**src/rtl/uk_light_monitor.sv**
```systemverilog
// uk_light_monitor: passive watchdog for the UK traffic-light lamp interface; tracks the phase,
// flags multi-lamp, sequence and duration faults, and counts completed light cycles.
module uk_light_monitor #(
  parameter int unsigned RED_CYC    = 51,
  parameter int unsigned RDYLW_CYC  = 11,
  parameter int unsigned GREEN_CYC  = 31,
  parameter int unsigned YELLOW_CYC = 11,
  parameter int unsigned CNT_W      = 8
) (
  input  logic        clk,
  input  logic        rst_n,
  input  logic        enable,
  input  logic        red,
  input  logic        ylwred,
  input  logic        green,
  input  logic        yellow,
  input  logic        clear_err,
  output logic [2:0]  phase_out,
  output logic        err_multi,
  output logic        err_seq,
  output logic        err_timing,
  output logic        err_sticky,
  output logic [15:0] cycle_count
);
  typedef enum logic [2:0] {IDLE, RED, RDYLW, GREEN, YELLOW, SYNC} ph_t;
  ph_t              phase_q, phase_d, cur, nxt;
  logic [CNT_W-1:0] dur_q, dur_d, expd;
  logic             ovr_q, ovr_d, prev_red_q;
  logic             multi_q, multi_d, seq_q, seq_d, tim_q, tim_d, sticky_q;
  logic [15:0]      cnt_q, cnt_d;
  logic [3:0]       lit;
  logic             any, multi;
  assign lit   = {red, ylwred, green, yellow};
  assign any   = |lit;
  assign multi = any && !$onehot(lit);
  assign cur   = red ? RED : ylwred ? RDYLW : green ? GREEN : yellow ? YELLOW : IDLE;
  assign nxt   = phase_q == YELLOW ? RED : ph_t'(phase_q + 3'd1);
  assign expd  = phase_q == RED   ? CNT_W'(RED_CYC)   : phase_q == RDYLW  ? CNT_W'(RDYLW_CYC) :
                 phase_q == GREEN ? CNT_W'(GREEN_CYC) : CNT_W'(YELLOW_CYC);
  always_comb begin
    phase_d = phase_q;
    dur_d   = dur_q;
    ovr_d   = ovr_q;
    cnt_d   = cnt_q;
    multi_d = 1'b0;
    seq_d   = 1'b0;
    tim_d   = 1'b0;
    if (multi) begin
      multi_d = 1'b1;
      phase_d = SYNC;
      dur_d   = '0;
      ovr_d   = 1'b0;
    end else if (!enable) begin
      seq_d   = any && phase_q != SYNC;
      phase_d = any ? SYNC : IDLE;
      dur_d   = '0;
      ovr_d   = 1'b0;
    end else if (phase_q == IDLE || phase_q == SYNC) begin
      // SYNC only re-locks on a fresh red onset, never mid-red
      if (cur == RED && (phase_q == IDLE || !prev_red_q)) begin
        phase_d = RED;
        dur_d   = CNT_W'(1);
        ovr_d   = 1'b0;
      end else if (phase_q == IDLE && any) begin
        seq_d   = 1'b1;
        phase_d = SYNC;
      end
    end else if (cur == phase_q) begin
      tim_d = dur_q >= expd && !ovr_q;
      ovr_d = ovr_q || dur_q >= expd;
      dur_d = &dur_q ? dur_q : dur_q + CNT_W'(1);
    end else if (cur == nxt) begin
      tim_d   = dur_q < expd;
      phase_d = nxt;
      dur_d   = CNT_W'(1);
      ovr_d   = 1'b0;
      cnt_d   = phase_q == YELLOW && !(&cnt_q) ? cnt_q + 16'd1 : cnt_q;
    end else begin
      seq_d   = 1'b1;
      phase_d = SYNC;
      dur_d   = '0;
      ovr_d   = 1'b0;
    end
  end
  always_ff @(posedge clk or negedge rst_n) begin
    if (!rst_n) begin
      phase_q    <= IDLE;
      dur_q      <= '0;
      ovr_q      <= 1'b0;
      prev_red_q <= 1'b0;
      multi_q    <= 1'b0;
      seq_q      <= 1'b0;
      tim_q      <= 1'b0;
      sticky_q   <= 1'b0;
      cnt_q      <= '0;
    end else begin
      phase_q    <= phase_d;
      dur_q      <= dur_d;
      ovr_q      <= ovr_d;
      prev_red_q <= !multi && cur == RED;
      multi_q    <= multi_d;
      seq_q      <= seq_d;
      tim_q      <= tim_d;
      sticky_q   <= (sticky_q && !clear_err) || multi_d || seq_d || tim_d;
      cnt_q      <= cnt_d;
    end
  end
  assign phase_out   = phase_q;
  assign err_multi   = multi_q;
  assign err_seq     = seq_q;
  assign err_timing  = tim_q;
  assign err_sticky  = sticky_q;
  assign cycle_count = cnt_q;
endmodule

```
**config.mk**
```make
export PLATFORM = sky130hd
export DESIGN_NAME = uk_light_monitor
export DESIGN_NICKNAME = d
export VERILOG_FILES = /design/src/rtl/uk_light_monitor.sv
export SDC_FILE = /design/constraint.sdc
export NUM_CORES = 1
export LEC_CHECK = 0
export BUFFER_PORTS_ARGS = -buffer_cell sky130_fd_sc_hd__buf_2
export CELL_PAD_IN_SITES_DETAIL_PLACEMENT = 0
export CELL_PAD_IN_SITES_GLOBAL_PLACEMENT = 2
export CORE_AREA = 4 4 72 87
export CTS_BUF_LIST = sky130_fd_sc_hd__clkbuf_8
export DETAILED_ROUTE_END_ITERATION = 12
export DIE_AREA = 0 0 76 91
export GPL_TIMING_DRIVEN = 0
export PLACE_DENSITY = 0.88
export SLEW_MARGIN = 25
export SYNTH_ARGS = -nofsm -noshare
export SYNTH_HDL_FRONTEND = slang
export SYNTH_SLANG_ARGS = --single-unit
```
**constraint.sdc**
```tcl
create_clock -name clk -period 5.79 [get_ports clk]
set_clock_uncertainty 0.2 [all_clocks]
set_input_delay 0.2895 -clock clk [delete_from_list [all_inputs] [get_ports clk]]
set_output_delay 0.2895 -clock clk [all_outputs]
set_load 0.05 [all_outputs]
```
==> load_flow_metrics.sql <==
INSERT INTO impl_metrics (metric_group, metric, value, unit) VALUES
('outcome', 'outcome', 'completed', ''),
('logic_synthesis', 'ys_seq_elements', '33', ''),
('timing', 'achievable-frequency', '313', 'MHz'),
('logic_synthesis', 'gate_count_of_the_mapped_netlist', '214', ''),
('logic_synthesis', 'post_synth_main_area_contributors', 'dfrtp_1 (38%), ha_1 (8.1%), xnor2_1 (6.9%), nor2_1 (4.0%), nand3_1 (2.8%)', ''),
('timing', 'finalHoldViolCount', '0', ''),
('layout', 'post-route-util', '46.9', '%'),
('global_routing', 'grt.total_usage', '14.2', '%'),
('run', 'number_of_max_cap_violations', '0', ''),
('global_routing', 'grt-ovfl-total', '0', ''),
('timing', 'post-route-period-util', '55.1', '%'),
('route', 'via_per_inst', '5.25', ''),
('logic_synthesis', 'syn_area', '2170', 'um^2'),
('floorplan', 'boundaryPins', '31', ''),
('route', 'ant_nets', '0', ''),
('layout', 'flow.area_growth_from_synthesis', '15.4', '%'),
('logic_synthesis', 'synth_fp_nets', '237', ''),
('clocking', 'cts_tree', 'done', ''),
('global_routing', 'grt_pass1_wl', '8170', 'um'),
('floorplan', 'die-area', '6920', 'um^2'),
('global_routing', 'antenna_violations_before_repair', '0', ''),
('critical_path', 'required', '5760', 'ps'),
('critical_path', 'criticalPathCategory', 'in2reg', ''),
('logic_synthesis', 'netlist-cell-type-count', '52', ''),
('pwr', 'ir_drop', '131', 'uV'),
('logic_synthesis', 'synth.yosys.warnings', '0', ''),
('timing', 'timing.setup.tns', '0', 'ps'),
('worst_hold_path', 'worst_hold_path.num_cells', '5', ''),
('timing', 'worst_slew_pin_slew', '735', 'ps'),
('place', 'placed_instance_area', '2390', 'um^2'),
('layout', 'antenna_cells_inserted', '0', ''),
('worst_hold_path', 'worst_hold_path_type', 'in2reg', ''),
('critical_path', 'reg2reg_depth', '11', ''),
('logic_synthesis', 'syn-mean-instance-area', '10.1', 'um^2'),
('layout', 'fin_area', '2500', 'um^2'),
('route', 'drt_iter0_markers', '62', ''),
('timing', 'final.hold.worst_slack', '168', 'ps'),
('place', 'dpl_worst_slack', '2270', 'ps'),
('logic_synthesis', 'netlist.top_cell.by_area', 'dfrtp_1', ''),
('global_routing', 'maximum_number_of_pins_on_one_net_before_global_route_repair', '34', ''),
('timing', 'setup-violations-final', '0', ''),
('route', 'drt_wl_total', '4570', 'um'),
('timing', 'min_period', '3190', 'ps'),
('logic_synthesis', 'synth_enable_flop_cells', '0', ''),
('critical_path', 'arrival', '3160', 'ps'),
('route', 'vias', '1648', ''),
('clocking', 'ctsHtreeMaxLevel', '2', ''),
('global_routing', 'first_global_vias', '1759', ''),
('clocking', 'cts.path.max_buffers', '2', ''),
('critical_path', 'critical_path_peak_fanout', '10', ''),
('logic_synthesis', 'synth_seq_area_share', '38.1', '%'),
('clocking', 'cts.sinks', '33', ''),
('layout', 'layout.filler_cells', '552', ''),
('timing', 'final_max_slew_viol_count', '0', ''),
('floorplan', 'num_rows', '29', ''),
('timing', 'rsz_0062_raised_after_global_routing', 'false', ''),
('route', 'drc', '0', ''),
('place', 'place.gp.congestion', '0.771', ''),
('logic_synthesis', 'synth_top_flop_cell', 'dfrtp_1', ''),
('floorplan', 'chipHeight', '91', 'um'),
('clocking', 'cts-buffers-inserted', '5', ''),
('pwr', 'power_density_over_cell_area', '206', 'nW/um^2'),
('clocking', 'clkTransAtPathRegs', '70', 'ps'),
('floorplan', 'coreArea', '5330', 'um^2'),
('clocking', 'clkLatencyLatePin', '290', 'ps'),
('timing', 'final_critical_path_setup_slack', '2600', 'ps'),
('clocking', 'library_cell_used_as_clock_root_buffer', 'clkbuf_8', ''),
('logic_synthesis', 'synth_async_sr_flop_share', '100', '%'),
('critical_path', 'timing.critical_path.to_type', 'register', ''),
('layout', 'final_cells', '314', ''),
('floorplan', 'die_width', '76', 'um'),
('layout', 'proportion_of_layout_cells_with_a_drive_suffix_above_1', '23.4', '%'),
('route', 'detailedRoute.firstPassIterationCount', '4', ''),
('clocking', 'cts_repair_resize_count', '0', ''),
('place', 'placement.io_buffers', '29', ''),
('layout', 'fin_nets', '274', ''),
('pwr', 'fin_total_pwr', '516', 'uW'),
('floorplan', 'initial_utilization', '40.6', '%'),
('logic_synthesis', 'yosysTopAreaCellShare', '38.1', '%'),
('place', 'placed_cells', '305', ''),
('route', 'wirelength_per_cell', '14.5', 'um'),
('place', 'detailedPlacementHpwl', '3450', 'um'),
('critical_path', 'worstSetupStartpointType', 'input port', ''),
('timing', 'timing.max_slew.rel_slack', '51.0', '%'),
('pwr', 'p_leak', '1.15', 'nW');
cells in the mapped netlist, types with 2 or more instances:
library cell / count
xnor2_1: 17
nor3_1: 4
nand2b_1: 4
inv_1: 11
and4_1: 3
dfrtp_1: 33
a2bb2oi_1: 3
o21ai_0: 6
xor2_2: 2
or3_1: 3
nor3b_2: 2
and3_1: 6
o21bai_1: 2
ha_1: 14
nand2_1: 16
nor2_1: 23
a21oi_2: 3
nand3_1: 12
xor2_1: 4
a31oi_1: 2
a21oi_1: 7
a211oi_1: 3
nand4_1: 5
cells by family (layout without fill, tap and decap cells):
family / count (synthesis) / count (layout) / share of synthesized area, %
muxes: 2 / 2 / 1.56
xor gates and xnor gates: 23 / 23 / 9.99
and+or+nand+nor: 90 / 90 / 24.0
DFF: 33 / 33 / 38.1
adders and majority gates: 15 / 15 / 9.01
AOI/OAI and AO/OA: 37 / 37 / 14.4
buffers and inverters: 14 / 52 / 3.00
path summary, 6_finish.rpt:
kind / endpoint / slack [ps] / startpoint
worst max-delay path: cycle_count[14] / 2600 / red
worst min-delay path: err_sticky / 170 / clear_err
worst max register to register: err_sticky / 2880 / phase_out[1]
worst min register to register: cycle_count[9] / 300 / cycle_count[9]
max in group asynchronous: dur_q[3] / 4510 / rst_n
min in group asynchronous: dur_q[7] / 390 / rst_n
registers in the layout, summed over array words and instances, names as in the netlist:
| name | count |
|---|---|
| err_multi | 1 |
| dur_q | 8 |
| cycle_count | 16 |
| ovr_q | 1 |
| prev_red_q | 1 |
| phase_out | 3 |
| err_seq | 1 |
| err_timing | 1 |
| err_sticky | 1 |
power by group:
group          leakage, nW  internal, mW  switching [mW]
sequential           0.442         0.235         0.00249
clock               0.0542         0.107          0.0867
combinational        0.656        0.0271          0.0567
total                 1.15         0.370           0.146
placed cells by master, fill, tap and decap left out, types with 2 or more instances in the layout:
cell,n
inv_1,11
dfrtp_1,33
a211oi_1,3
a31oi_1,2
buf_2,30
a2bb2oi_1,3
nand4_1,5
nand3_1,12
a21oi_1,7
o21ai_0,6
ha_1,14
nor2_1,23
xor2_2,2
nor3b_2,2
o21bai_1,2
a21oi_2,3
nand2b_1,4
nand2_1,16
or3_1,3
clkbuf_8,7
xor2_1,4
and3_1,6
xnor2_1,17
nor3_1,4
and4_1,3
layer usage:
metal  global-route usage, %  share of wire, %  vias up
met1                    18.3                46      785
met2                    23.6                49       25
li1                        -                 -      833
met4                    5.19               1.5        0
met3                    2.67               3.4        5
met5                       0                 0        -
what timing repair did:
item / in CTS / in global routing
endpoints found under the hold margin: 33 / 0
endpoints found under the setup margin: 0 / 0
buffers inserted: 0 / 0
hold buffers: 1 / 0
critical path: stages:
cell	delay, ps
buf_2	190
inv_1	130
fa_1	550
inv_1	40
ha_1	170
ha_1	280
nor3b_2	290
o211ai_4	160
or4b_4	570
nor3_4	240
nand2_1	110
xnor2_1	130
final cells by class:
type                       instances  area, um^2  share of cell area, %
multi-input combinational        167        1280                   51.0
timing repair buffer              30         155                   6.20
sequential                        33         826                   33.0
clock buffer                       7        96.3                   3.85
tap                               62        77.6                   3.10
buffer                             3        23.8                  0.950
clock inverter                     1        5.00                  0.200
inverter                          11        41.3                   1.65
(Power assumes the default switching activity.)
